[src/rtl/hdlverifier_pkg.sv]
// Shared FSM encoding and address constants for the hdlverifier register bank.
package hdlverifier_pkg;

    typedef enum logic [1:0] {
        ST_IDLE   = 2'd0,
        ST_ACCESS = 2'd1,
        ST_RESP   = 2'd2
    } state_e;

    // SNAP control sits this far below the top of the address space.
    localparam int unsigned SNAP_OFFSET = 1;

endpackage

[src/rtl/hdlverifier_capture_bank.sv]
// Per-cycle sample of the user inputs, plus optional shadow copy and capture
// counter when HDLV_REG_BANK_SNAPSHOT_EN is defined.
module hdlverifier_capture_bank
    import hdlverifier_pkg::*;
#(
    parameter int unsigned DATA_WIDTH = 32,
    parameter int unsigned NUM_IN     = 4
) (
    input  logic                         clk,
    input  logic                         reset_n,
    input  logic [NUM_IN*DATA_WIDTH-1:0] data_i,
    output logic [NUM_IN*DATA_WIDTH-1:0] view_o
`ifdef HDLV_REG_BANK_SNAPSHOT_EN
    ,
    input  logic                         snap_i,
    output logic [DATA_WIDTH-1:0]        count_o
`endif
);

    logic [NUM_IN*DATA_WIDTH-1:0] sample_q;

    always_ff @(posedge clk) begin
        if (!reset_n) begin
            sample_q <= '0;
        end else begin
            sample_q <= data_i;
        end
    end

`ifdef HDLV_REG_BANK_SNAPSHOT_EN
    logic [NUM_IN*DATA_WIDTH-1:0] shadow_q;
    logic [DATA_WIDTH-1:0]        count_q;

    // All channels freeze together on a single edge.
    always_ff @(posedge clk) begin
        if (!reset_n) begin
            shadow_q <= '0;
            count_q  <= '0;
        end else if (snap_i) begin
            shadow_q <= sample_q;
            count_q  <= count_q + DATA_WIDTH'(1);
        end
    end

    assign view_o  = shadow_q;
    assign count_o = count_q;
`else
    assign view_o = sample_q;
`endif

endmodule

[src/rtl/hdlverifier_reg_bank.sv]
// Host-accessed register bank: NUM_OUT writable outputs, NUM_IN readable inputs.
// Optional SNAP shadow/counter feature under HDLV_REG_BANK_SNAPSHOT_EN.
module hdlverifier_reg_bank
    import hdlverifier_pkg::*;
#(
    parameter int unsigned DATA_WIDTH = 32,
    parameter int unsigned NUM_OUT    = 4,
    parameter int unsigned NUM_IN     = 4,
    parameter int unsigned ADDR_WIDTH = 5
) (
    input  logic                          clk,
    input  logic                          reset_n,
    input  logic                          req_valid,
    output logic                          req_ready,
    input  logic                          req_write,
    input  logic [ADDR_WIDTH-1:0]         req_addr,
    input  logic [DATA_WIDTH-1:0]         req_wdata,
    output logic                          rsp_valid,
    input  logic                          rsp_ready,
    output logic [DATA_WIDTH-1:0]         rsp_rdata,
    output logic                          rsp_err,
    input  logic [NUM_IN*DATA_WIDTH-1:0]  user_data_in,
    output logic [NUM_OUT*DATA_WIDTH-1:0] user_data_out,
    output logic [NUM_OUT-1:0]            user_wr_strobe
);

    if ((NUM_OUT < 1) || (NUM_OUT > 16)) begin : g_bad_num_out
        $error("hdlverifier_reg_bank: NUM_OUT must be 1..16");
    end
    if ((NUM_IN < 1) || (NUM_IN > 16)) begin : g_bad_num_in
        $error("hdlverifier_reg_bank: NUM_IN must be 1..16");
    end
    if ((NUM_OUT + NUM_IN + 1) > (1 << ADDR_WIDTH)) begin : g_bad_addr_width
        $error("hdlverifier_reg_bank: ADDR_WIDTH too small for register map");
    end

    state_e                  state_q;
    logic                    req_ready_q;
    logic                    rsp_valid_q;
    logic                    rsp_err_q;
    logic [DATA_WIDTH-1:0]   rsp_rdata_q;
    logic                    wr_q;
    logic [ADDR_WIDTH-1:0]   addr_q;
    logic [DATA_WIDTH-1:0]   wdata_q;

    logic [NUM_OUT-1:0]      sel_out;
    logic [NUM_IN-1:0]       sel_in;
    logic [DATA_WIDTH-1:0]   out_acc [NUM_OUT+1];
    logic [DATA_WIDTH-1:0]   in_acc  [NUM_IN+1];
    logic [NUM_IN*DATA_WIDTH-1:0] in_view;
    logic                    is_snap;
    logic [DATA_WIDTH-1:0]   snap_term;
    logic                    wr_en_c;
    logic                    err_c;
    logic [DATA_WIDTH-1:0]   rdata_c;

    assign wr_en_c = (state_q == ST_ACCESS) && wr_q;

`ifdef HDLV_REG_BANK_SNAPSHOT_EN
    localparam logic [ADDR_WIDTH-1:0] SNAP_ADDR =
        ADDR_WIDTH'((1 << ADDR_WIDTH) - SNAP_OFFSET);
    logic [DATA_WIDTH-1:0] snap_count;

    assign is_snap   = (addr_q == SNAP_ADDR);
    assign snap_term = is_snap ? snap_count : '0;

    hdlverifier_capture_bank #(
        .DATA_WIDTH (DATA_WIDTH),
        .NUM_IN     (NUM_IN)
    ) u_capture (
        .clk     (clk),
        .reset_n (reset_n),
        .data_i  (user_data_in),
        .view_o  (in_view),
        .snap_i  (wr_en_c && is_snap),
        .count_o (snap_count)
    );
`else
    assign is_snap   = 1'b0;
    assign snap_term = '0;

    hdlverifier_capture_bank #(
        .DATA_WIDTH (DATA_WIDTH),
        .NUM_IN     (NUM_IN)
    ) u_capture (
        .clk     (clk),
        .reset_n (reset_n),
        .data_i  (user_data_in),
        .view_o  (in_view)
    );
`endif

    assign out_acc[0] = '0;
    assign in_acc[0]  = '0;

    // Output channels: decode, register, strobe and read-mux contribution.
    for (genvar k = 0; k < NUM_OUT; k++) begin : g_out
        logic [DATA_WIDTH-1:0] chan_q;
        logic                  strb_q;

        assign sel_out[k] = (addr_q == ADDR_WIDTH'(k));

        always_ff @(posedge clk) begin
            if (!reset_n) begin
                chan_q <= '0;
                strb_q <= 1'b0;
            end else begin
                strb_q <= 1'b0;
                if (wr_en_c && sel_out[k]) begin
                    chan_q <= wdata_q;
                    strb_q <= 1'b1;
                end
            end
        end

        assign out_acc[k+1] = out_acc[k] | (sel_out[k] ? chan_q : '0);
        assign user_data_out[k*DATA_WIDTH +: DATA_WIDTH] = chan_q;
        assign user_wr_strobe[k] = strb_q;
    end

    for (genvar k = 0; k < NUM_IN; k++) begin : g_in
        assign sel_in[k]   = (addr_q == ADDR_WIDTH'(NUM_OUT + k));
        assign in_acc[k+1] = in_acc[k] |
                             (sel_in[k] ? in_view[k*DATA_WIDTH +: DATA_WIDTH] : '0);
    end

    // Writes may only target output registers or SNAP; reads also reach inputs.
    assign err_c   = wr_q ? !((|sel_out) || is_snap)
                          : !((|sel_out) || (|sel_in) || is_snap);
    assign rdata_c = (wr_q || err_c) ? '0
                   : (out_acc[NUM_OUT] | in_acc[NUM_IN] | snap_term);

    always_ff @(posedge clk) begin
        if (!reset_n) begin
            state_q     <= ST_IDLE;
            req_ready_q <= 1'b1;
            rsp_valid_q <= 1'b0;
            rsp_err_q   <= 1'b0;
            rsp_rdata_q <= '0;
            wr_q        <= 1'b0;
            addr_q      <= '0;
            wdata_q     <= '0;
        end else begin
            case (state_q)
                ST_IDLE: begin
                    if (req_valid) begin
                        wr_q        <= req_write;
                        addr_q      <= req_addr;
                        wdata_q     <= req_wdata;
                        req_ready_q <= 1'b0;
                        state_q     <= ST_ACCESS;
                    end
                end
                ST_ACCESS: begin
                    rsp_valid_q <= 1'b1;
                    rsp_err_q   <= err_c;
                    rsp_rdata_q <= rdata_c;
                    state_q     <= ST_RESP;
                end
                ST_RESP: begin
                    if (rsp_ready) begin
                        rsp_valid_q <= 1'b0;
                        rsp_err_q   <= 1'b0;
                        rsp_rdata_q <= '0;
                        req_ready_q <= 1'b1;
                        state_q     <= ST_IDLE;
                    end
                end
                default: begin
                    rsp_valid_q <= 1'b0;
                    req_ready_q <= 1'b1;
                    state_q     <= ST_IDLE;
                end
            endcase
        end
    end

    assign req_ready = req_ready_q;
    assign rsp_valid = rsp_valid_q;
    assign rsp_err   = rsp_err_q;
    assign rsp_rdata = rsp_rdata_q;

endmodule

[config.mk]
export PLATFORM = sky130hd
export DESIGN_NAME = hdlverifier_reg_bank
export DESIGN_NICKNAME = d
export VERILOG_FILES = /design/src/rtl/hdlverifier_pkg.sv /design/src/rtl/hdlverifier_capture_bank.sv /design/src/rtl/hdlverifier_reg_bank.sv
export SDC_FILE = /design/constraint.sdc
export NUM_CORES = 1
export LEC_CHECK = 0
export CORE_MARGIN = 2
export CORE_UTILIZATION = 35
export CTS_BUF_LIST = sky130_fd_sc_hd__clkbuf_4
export CTS_CLUSTER_DIAMETER = 200
export DETAILED_ROUTE_END_ITERATION = 7
export PLACE_DENSITY_LB_ADDON = 0.08
export SLEW_MARGIN = 20
export SYNTH_ARGS = -nofsm -noshare
export SYNTH_HDL_FRONTEND = slang
export SYNTH_SLANG_ARGS = --single-unit
[constraint.sdc]
create_clock -name clk -period 2.9 [get_ports clk]
set_input_delay 0.58 -clock clk [delete_from_list [all_inputs] [get_ports clk]]
set_output_delay 0.58 -clock clk [all_outputs]
set_load 0.02 [all_outputs]
==> flow_metrics.py <==
metrics = {
    "floorplanning": {
        "pin_count": 337,
        "row_count": 68,
        "dieArea_um2": 36800,
        "core_area_um2": 34600,
        "die_x_um": 192,
        "initial_core_util_pct": 35.7,
        "die_y_um": 192,
    },
    "setup_path": {
        "crit_chain": "clkdlybuf4s50_1",
        "crit_path_start_kind": "flip-flop",
        "cpMaxStageDelayCell": "clkdlybuf4s50_1",
        "cp.required_ps": 2320,
        "worstSetupEndpointType": "output pin",
        "slowest_delay_ps": 640,
        "critPathKind": "flip-flop to output pin",
        "path_delay_family": "buffers and inverters",
        "crit_fanout": 2,
        "cp_data_arrival_time_ps": 1770,
        "path_buf_inv": 1,
    },
    "cts": {
        "h-tree-depth": 3,
        "cts_tree": "yes",
        "cts_setup_buffers": 0,
        "clk_latency_ps": 700,
        "root_buffer": "clkbuf_4",
        "cts_buffers": 90,
        "clk_pin_slew_worst_paths_ps": 60,
        "cts_resized": 0,
        "cts_sinks": 335,
        "hold_buffers": 0,
        "cts_buffer_depth": 3,
    },
    "drt": {
        "drtAntennaViolNets": 0,
        "drt_iter0_drc": 419,
        "firstDrtPassIters": 5,
        "avgViaCountPerCell": 4.84,
        "drc": 0,
        "via_count": 10500,
        "postRouteWirelength_um": 37900,
        "wire_per_inst_um": 17.5,
    },
    "yosys": {
        "synth-seq-cells": 335,
        "netlist_area_um2": 12400,
        "yosysUniqueCellTypes": 33,
        "yosysWarnings": 0,
        "synth_nets": 1479,
        "syn_inst": 1309,
        "synthTopCellsByArea": "dfxtp_1 54%, mux2i_1 10%, and2_1 6.5%",
        "seq_area_frac_synth_pct": 54.3,
        "yosysTopAreaCellShare_pct": 54.3,
        "yosysTopAreaCell": "dfxtp_1",
        "syn_avg_cell_area_um2": 9.44,
    },
    "timing": {
        "finalSetupViolCount": 0,
        "maxSlewHeadroom_pct": 32.4,
        "drv_slew": 0,
        "fin_skew_ps": 31.0,
        "finalHoldViolCount": 0,
        "whs_ps": 355,
        "finalSetupTns_ps": 0,
        "layout_min_cycle_time_ps": 2350,
        "tightest_slew_ps": 1010,
        "timing.final.crit_share_pct": 81.0,
        "grt_setup_unrepaired": "no",
        "fmax_ghz": 0.426,
    },
    "global_routing": {
        "first_global_vias": 10400,
        "grt-busiest-layer": "met2",
        "grt_pass1_wl_um": 57200,
        "grtUsageTotal_pct": 20.1,
        "overflow": 0,
        "met2_usage_pct": 31.9,
        "grtUsageMet3_pct": 5.77,
        "grt.met1_usage_pct": 25.8,
        "grt_max_degree": 113,
        "antenna_found_initial": 8,
    },
    "pwr": {
        "seqPwrFrac_pct": 49.6,
        "powerDensity_nw_per_um2": 569,
        "clkPwrFrac_pct": 42.3,
        "p_int_uw": 7340,
        "power_switching_uw": 2340,
        "p_comb_share_pct": 8.1,
        "sw_frac_of_total_pct": 24.2,
        "p_leak_uw": 0.00593,
        "vdd_drop_max_v": 0.000268,
    },
    "finish": {
        "seq_area_um2": 6710,
        "nFillCells": 3378,
        "multi_input_area_um2": 5020,
        "layout-drive-gt1-share_pct": 10.2,
        "area_delta_synth_final_pct": 37.7,
        "layout.nets": 1813,
    },
    "flow_run": {
        "max-cap-violations": 0,
    },
    "placed_design": {
        "port_buffers": 336,
        "finalWeightedCongestion": 0.787,
        "hpwl_um": 24800,
    },
    "status": {
        "status": "complete, no violations",
    },
    "hold_path": {
        "hold_path.class": "input port to flip-flop",
    },
}
[cells in the mapped netlist (all sizes together)]
| cell type | instances |
|---|---|
| nand3 | 128 |
| nor4 | 1 |
| or4bb | 1 |
| a21oi | 39 |
| nand4bb | 1 |
| o21ai | 164 |
| mux2i | 128 |
| dlymetal6s2s | 1 |
| nor2b | 3 |
| a22oi | 1 |
| nor4bb | 1 |
| buf | 63 |
| and3b | 2 |
| and2 | 129 |
| nor3 | 1 |
| clkbuf | 50 |
| nor2 | 44 |
| nand3b | 1 |
| or4 | 1 |
| dfxtp | 335 |
| nand4 | 2 |
| a31oi | 2 |
| o22ai | 62 |
| nand2 | 143 |
| inv | 1 |
| or4b | 2 |
| nand4b | 3 |
[cells in the final DEF, fill, tap and decap left out, types with 5 or more instances in the layout]
cell	synthesis	routed
buf_4	5	15
a21oi_1	39	39
clkdlybuf4s50_1	0	335
mux2i_1	128	128
dfxtp_1	335	334
o21ai_0	11	11
clkbuf_4	0	142
and2_1	129	128
nand3_1	128	128
o21ai_1	153	153
clkinv_1	0	14
nand2_1	143	142
buf_12	1	5
o22ai_1	62	62
nor2_1	44	44
[registers in the layout, summed over array words and instances (netlist names)]
signal            count
u_capture.view_o    128
rsp_rdata            32
g_out.strb_q          4
state_q               2
rsp_err               1
wdata_q              32
g_out.chan_q        128
addr_q                5
wr_q                  1
req_ready             1
rsp_valid             1
[per-stage QoR]
stage / std cells / util [%] / setup slack (ps) / power, uW / area, um2
after global routing: 2168 / 49.2 / 440 / 10200 / 17000
final: 2169 / 49.2 / 552 / 9680 / 17000
after floorplan: 1309 / - / 1350 / 5330 / 12400
after detailed placement: 2006 / 45.9 / 656 / 5700 / 15900
after CTS: 2165 / 49.1 / 469 / 9850 / 17000
after global placement: 2006 / 45.9 / 755 / 5690 / 15900
[power groups by stage]
stage / Combinational (uW) / Clock [uW] / Sequential, uW
2_1_floorplan: 443 / 0 / 4890
3_3_place_gp: 787 / 0 / 4900
3_5_place_dp: 795 / 0 / 4910
4_1_cts: 799 / 4250 / 4800
5_1_grt: 855 / 4500 / 4810
6_report: 787 / 4090 / 4800
[worst reg2reg max path, cell delays in order, from the launching register on]
cell and delay (ps):
dfxtp_1 540, or4b_2 1100, o22ai_1 370, nor2_1 90
o21ai_1 110
[metal layers]
layer / share of wire [%] / vias up
met1: 44 / 4849
met3: 7.8 / 64
met4: 2.1 / 8
met2: 46 / 330
met5: 0.15 / -
li1: - / 5248
[logic make-up (layout without fill, tap and decap cells)]
logic type             Yosys count  count (layout)  share of synthesized area [%]
AOI/OAI and AO/OA              268             268                           11.5
other                            0               4                              0
buffers and inverters          115             516                           5.21
DFF                            335             335                           54.3
muxes                          128             128                           10.4
and+or+nand+nor                463             463                           18.6
[final timing paths]
path                        end           from  cells past startpoint  slack (ps)
hold reg to reg   rsp_rdata[17]  rsp_rdata[17]                      2         440
hold / removal        req_ready        reset_n                      2         360
setup / recovery  rsp_rdata[30]  rsp_rdata[30]                      1         550
setup reg to reg  rsp_rdata[22]      addr_q[2]                      4         620
[final cells by class]
cell class              count  area share (%)
inverters                   1          0.0220
flip-flops and latches    335            39.4
repair buffers            356            21.0
well taps                 455            3.34
clock inverters            17           0.382
diodes                      4          0.0588
clock buffers             142            6.26
multi-input cells         859            29.5
No activity file was read; power rests on OpenSTA's default activity.
==> edit 1 (same settings) <==
`NUM_IN` is set to 4 in 2 places; all go to 2.
--- a/src/rtl/hdlverifier_capture_bank.sv
+++ b/src/rtl/hdlverifier_capture_bank.sv
@@ -4,7 +4,7 @@
     import hdlverifier_pkg::*;
 #(
     parameter int unsigned DATA_WIDTH = 32,
-    parameter int unsigned NUM_IN     = 4
+    parameter int unsigned NUM_IN     = 2
 ) (
     input  logic                         clk,
     input  logic                         reset_n,
--- a/src/rtl/hdlverifier_reg_bank.sv
+++ b/src/rtl/hdlverifier_reg_bank.sv
@@ -5,7 +5,7 @@
 #(
     parameter int unsigned DATA_WIDTH = 32,
     parameter int unsigned NUM_OUT    = 4,
-    parameter int unsigned NUM_IN     = 4,
+    parameter int unsigned NUM_IN     = 2,
     parameter int unsigned ADDR_WIDTH = 5
 ) (
     input  logic                          clk,
Interface: changed (resized user_data_in); port bits go from 337 to 273. The function was not compared with the original's and may differ.
==> edit 1 against the original RTL <==
Power is 17% lower; first-iteration DRC count rose by 95%; synthesized cell count decreased by 6.2%; design area decreased by 15%; combinational power down 23%; worst setup slack got worse by 110 ps; routed wire length increased by 0.59%; synthesized area fell by 16%; sequential cell count decreased by 64; sequential power down 19%; count of clock-buffer cells in the layout down 29; critical path type is now reg -> reg; critical endpoint is now rsp_rdata[26]; largest power group unchanged.
==> edit 1: results (changes against the original RTL) <==
Worst setup path:
- The kind of end point of the critical path is a flop (was primary output).
- The maximum fanout along the worst path is 17 (was 2).
- The arrival time at the worst endpoint is 3010 ps (was 1770 ps).
- The worst flop-to-flop path endpoint is rsp_rdata[26] (was rsp_rdata[22]).
- The launch point of the critical path is addr_q[0] (was rsp_rdata[30]).
- The worst-case reg-to-reg path depth is 5 (was 4).

Synth:
- Most common library cells after synthesis: sky130_fd_sc_hd__nand2_1 (345), sky130_fd_sc_hd__dfxtp_1 (271), sky130_fd_sc_hd__a21oi_1 (217) (was sky130_fd_sc_hd__dfxtp_1 (335), sky130_fd_sc_hd__o21ai_1 (153), sky130_fd_sc_hd__nand2_1 (143)).
- The post-synthesis net count is 1334 (was 1479).
- The number of distinct library cells after synthesis came to 41 (was 33).
- The average footprint of a synthesized cell is 8.45 um2 (was 9.44 um2).
- The sequential share of the synthesized area came to 52.3% (was 54.3%).
- Biggest area contributors in the synthesized netlist: sky130_fd_sc_hd__dfxtp_1 (52%), sky130_fd_sc_hd__nand2_1 (12%), sky130_fd_sc_hd__a21oi_1 (10%) (was sky130_fd_sc_hd__dfxtp_1 (54%), sky130_fd_sc_hd__mux2i_1 (10%), sky130_fd_sc_hd__and2_1 (6.5%)).

Place:
- The half-perimeter wire length after placement is 24.7 mm (was 24.8 mm).
- The number of placed cells counting well taps was 1820 (was 2006).
- The worst slack at placement is 514 ps (was 656 ps).
- The last weighted congestion value of the routability-driven placer is 0.808 (was 0.787).
- The number of input and output port buffers inserted was 272 (was 336).

STA:
- The post-route clock skew is 52.9 ps (was 31.0 ps).
- The relative slew slack is 33.4% (was 32.4%).
- The least setup slack across all paths after layout is 442 ps (was 552 ps).

Global routing:
- The number of global-route vias before repair is 9547 (was 10361).
- The global-route wire length before repair came to 56.7 mm (was 57.2 mm).
- The initial antenna violation count is 1 (was 8).
- The largest net degree at the start of global routing is 83 (was 113).

Cells and area:
- The fraction of final layout cells sized beyond drive strength 1 is 11.2% (was 10.2%).
- The final-stage net count was 1613 (was 1813).

Power and ir drop:
- The leakage power total came to 4.95 nW (was 5.93 nW).

Drt:
- The total wire length after detailed routing is 38.1 mm (was 37.9 mm).
- The number of vias after detailed routing is 9936 (was 10499).
- The count of routing violations after the opening detailed-route iteration is 818 (was 419).
- The wire length per cell was 19.6 um (was 17.5 um).

Clocking:
- The total clock buffers created by CTS came to 75 (was 90).

Outcome:
- Run status: finished clean (unchanged).
## edit 1: changes by cell type in the layout (fill, tap and decap cells not counted), moves of 108 or more
| cell | before | now |
|---|---|---|
| sky130_fd_sc_hd__a21oi_1 | 39 | 217 |
| sky130_fd_sc_hd__mux2i_1 | 128 | 20 |
| sky130_fd_sc_hd__nand2_1 | 142 | 344 |
| sky130_fd_sc_hd__nand3_1 | 128 | 0 |
| sky130_fd_sc_hd__o21ai_1 | 153 | 0 |
## edit 1: metal layers
| metal | up-vias | track usage, % | wire length (um) |
|---|---|---|---|
| met5 | - | 0 | 0 |
| met4 | 0 | 8.23 | 886 |
| met3 | 60 | 5.30 | 2890 |
| met2 | 420 | 36.8 | 17000 |
| met1 | 4679 | 33.3 | 17400 |
| li1 | 4777 | - | - |
## edit 1: area by class of cell
cell class                 instances  area [um2]
fill                            2876       15000
sequential                       271        5430
multi-input combinational        854        4490
timing repair buffer             304        3030
clock buffer                     113         848
tap                              390         488
clock inverter                     9         113
inverter                           1        8.76
antenna                            1        2.50
## edit 1: worst min path at each step
stage / slack [ps] / cells past startpoint / from / endpoint
global route: 410 / 3 / req_wdata[21] / wdata_q[21]
global placement: 460 / 2 / g_out[1].chan_q[0] / g_out[1].chan_q[0]
floorplan: 470 / 2 / wr_q / wr_q
CTS: 400 / 3 / req_wdata[19] / wdata_q[19]
detailed placement: 460 / 2 / g_out[0].chan_q[20] / g_out[0].chan_q[20]
finish: 450 / 3 / reset_n / g_out[1].chan_q[5]
## edit 1: cell families (layout without fill, tap and decap cells)
family	count (synthesis)	in the layout	synth area share, %
and+or+nand+nor	506	506	22.6
AOI/OAI and AO/OA	328	328	18.3
DFF	271	271	52.3
buffers and inverters	103	427	4.88
muxes	20	20	1.93
other	0	1	0
## edit 1: power by group
group          leakage (nW)  internal, mW  total (mW)  switching [mW]
Combinational          2.17         0.262       0.609           0.347
Clock                 0.574          2.02        3.57            1.55
Sequential             2.21          3.81        3.90          0.0868
## edit 1: critical path: stages, from the launching register on
cell                       delay [ps]
sky130_fd_sc_hd__dfxtp_1          610
sky130_fd_sc_hd__or3b_1           650
sky130_fd_sc_hd__nor2_8           350
sky130_fd_sc_hd__buf_4            350
sky130_fd_sc_hd__a22oi_1          120
sky130_fd_sc_hd__a311oi_1         270
## edit 1: through the flow
step / instance area (um2) / hold WS [ps]
3_5_place_dp: 13400 / 464
3_3_place_gp: 13400 / 458
4_1_cts: 14400 / 404
2_1_floorplan: 10400 / 467
5_1_grt: 14400 / 406
6_report: 14400 / 445
==> edit 2 (config.mk and constraints unchanged) <==
Without the edit above. Encoding of `state_e`: now one-hot (3 bits for 3 states).
--- a/src/rtl/hdlverifier_pkg.sv
+++ b/src/rtl/hdlverifier_pkg.sv
@@ -1,10 +1,10 @@
 // Shared FSM encoding and address constants for the hdlverifier register bank.
 package hdlverifier_pkg;
 
-    typedef enum logic [1:0] {
-        ST_IDLE   = 2'd0,
-        ST_ACCESS = 2'd1,
-        ST_RESP   = 2'd2
+    typedef enum logic [2:0] {
+        ST_IDLE   = 3'b001,
+        ST_ACCESS = 3'b010,
+        ST_RESP   = 3'b100
     } state_e;
 
     // SNAP control sits this far below the top of the address space.
Function: same outputs for any inputs over 4 cycles, from zero or initial values and one cycle with reset_n low; so few cycles prove little.
==> edit 2 against the original RTL <==
Via count is 0.70% higher; power is 0.15% lower; routed wire length is 5.3% higher; non-clock buffer count is 4 higher; sequential power is 0.8% higher; worst setup slack worse by 32 ps; sequential share of layout area is 0.91 points lower; design area is 2.7% higher; maximum frequency is 1.4% lower; synthesized area is 3.8% higher; final cell count is 2.8% higher; sequential cell count is 1 higher.
==> edit 2: results (changes against the original RTL) <==
Drt:
- The first-pass iteration count of the detailed router is 5 (unchanged).
- The count of routing violations after the opening detailed-route iteration came to 582 (was 419).
- The number of vias after detailed routing is 10572 (was 10499).

Synth:
- The sequential share of the synthesized area is 52.4% (was 54.3%).
- Biggest area contributors in the synthesized netlist: sky130_fd_sc_hd__dfxtp_1 (52%), sky130_fd_sc_hd__mux2i_1 (15%), sky130_fd_sc_hd__nand2_1 (6.9%) (was sky130_fd_sc_hd__dfxtp_1 (54%), sky130_fd_sc_hd__mux2i_1 (10%), sky130_fd_sc_hd__and2_1 (6.5%)).
- The number of distinct library cells after synthesis is 43 (was 33).
- Most common library cells after synthesis: sky130_fd_sc_hd__dfxtp_1 (336), sky130_fd_sc_hd__nand2_1 (237), sky130_fd_sc_hd__mux2i_1 (191) (was sky130_fd_sc_hd__dfxtp_1 (335), sky130_fd_sc_hd__o21ai_1 (153), sky130_fd_sc_hd__nand2_1 (143)).

STA:
- The post-route clock skew is 42.5 ps (was 31.0 ps).
- The actual transition at the worst max-transition pin is 1040 ps (was 1010 ps).
- The minimum hold slack came to 315 ps (was 355 ps).

Cells and area:
- The final-stage net count is 1863 (was 1813).
- The core utilization of the finished layout is 48.1% (was 49.2%).
- The fraction of final layout cells sized beyond drive strength 1 was 10.2% (about the same).

Global routing:
- The global-route wire length before repair was 60.0 mm (was 57.2 mm).
- The met2 layer usage reported by global route is 31.9% (about the same).
- The met1 track demand over resource is 26.6% (was 25.8%).
- The number of global-route vias before repair was 10411 (was 10361).
- The largest net degree at the start of global routing is 73 (was 113).
- The met3 routing resource usage after global routing is 5.92% (was 5.77%).
- The initial antenna violation count came to 4 (was 8).

Worst setup path:
- The arrival time at the worst endpoint is 1800 ps (was 1770 ps).
- The maximum fanout along the worst path is 3 (was 2).
- The register-to-register path setup slack was 570 ps (was 620 ps).

Place:
- The last weighted congestion value of the routability-driven placer came to 0.806 (was 0.787).
- The half-perimeter wire length after placement is 27.0 mm (was 24.8 mm).
- The number of input and output port buffers inserted was 336 (unchanged).
- The worst slack at placement is 624 ps (was 656 ps).

Clocking:
- The total clock buffers created by CTS came to 92 (was 90).
- The latest clock arrival within the worst-skew pair is 740 ps (was 700 ps).

Outcome:
- Run status: finished clean (unchanged).

Power and ir drop:
- The leakage power total is 6.59 nW (was 5.93 nW).
- The peak ir drop on the vdd network was 0.200 mV (was 0.268 mV).
==> edit 2: cell types whose count changed after synthesis, moves of 61 or more <==
cell,change
sky130_fd_sc_hd__nand3_1,-125
sky130_fd_sc_hd__o21ai_1,-123
sky130_fd_sc_hd__nand2_1,+94
sky130_fd_sc_hd__a21oi_1,+66
sky130_fd_sc_hd__mux2i_1,+63
sky130_fd_sc_hd__nor2_1,+61
==> edit 2: tightest hold or removal path, stage by stage <==
cell                     delay [ps]
sky130_fd_sc_hd__buf_4          120
sky130_fd_sc_hd__inv_6          160
sky130_fd_sc_hd__nor2_1         150
==> edit 2: cell type report <==
| class | instances | area (um2) |
|---|---|---|
| diodes | 5 | 12.5 |
| clock buffers | 139 | 1040 |
| flip-flops and latches | 336 | 6730 |
| repair buffers | 360 | 3600 |
| inverters | 2 | 12.5 |
| clock inverters | 19 | 71.3 |
| well taps | 468 | 586 |
| fillers | 3512 | 18900 |
| multi-input cells | 901 | 5420 |
==> edit 2: cells by family (layout without fill, tap and decap cells) <==
kind of cell / after synthesis / count (layout) / share of synthesized area [%]
other cells: 0 / 5 / 0
compound gates: 209 / 209 / 8.94
simple gates: 500 / 500 / 18.2
xor+xnor: 1 / 1 / 0.0683
buf+inv: 110 / 520 / 5.54
mux: 191 / 191 / 14.9
flops: 336 / 336 / 52.4
==> edit 2: per-layer routing <==
metal	wire (um)	share of wire, %
met5	0	0
met1	18200	46
met3	2790	7.0
met4	942	2.4
met2	18000	45
==> edit 2: metrics by stage <==
stage               cells  cell area, um2
finish               2230           17500
global placement     2067           16300
detailed placement   2067           16300
CTS                  2225           17500
global route         2230           17500
floorplan            1347           12800
==> edit 2: final timing paths <==
kind                      start             endpoint  cells after the start
max          g_out[3].chan_q[2]    user_data_out[98]                      1
min reg2reg       rsp_rdata[22]        rsp_rdata[22]                      2
min                     reset_n  g_out[1].chan_q[31]                      3
max reg2reg           addr_q[1]        rsp_rdata[11]                      5
==> edit 2: power breakdown <==
group / internal, mW / switching [mW] / leakage, nW
Combinational: 0.388 / 0.356 / 3.17
Clock: 2.16 / 1.92 / 0.672
Sequential: 4.75 / 0.0936 / 2.75
Total: 7.30 / 2.37 / 6.59
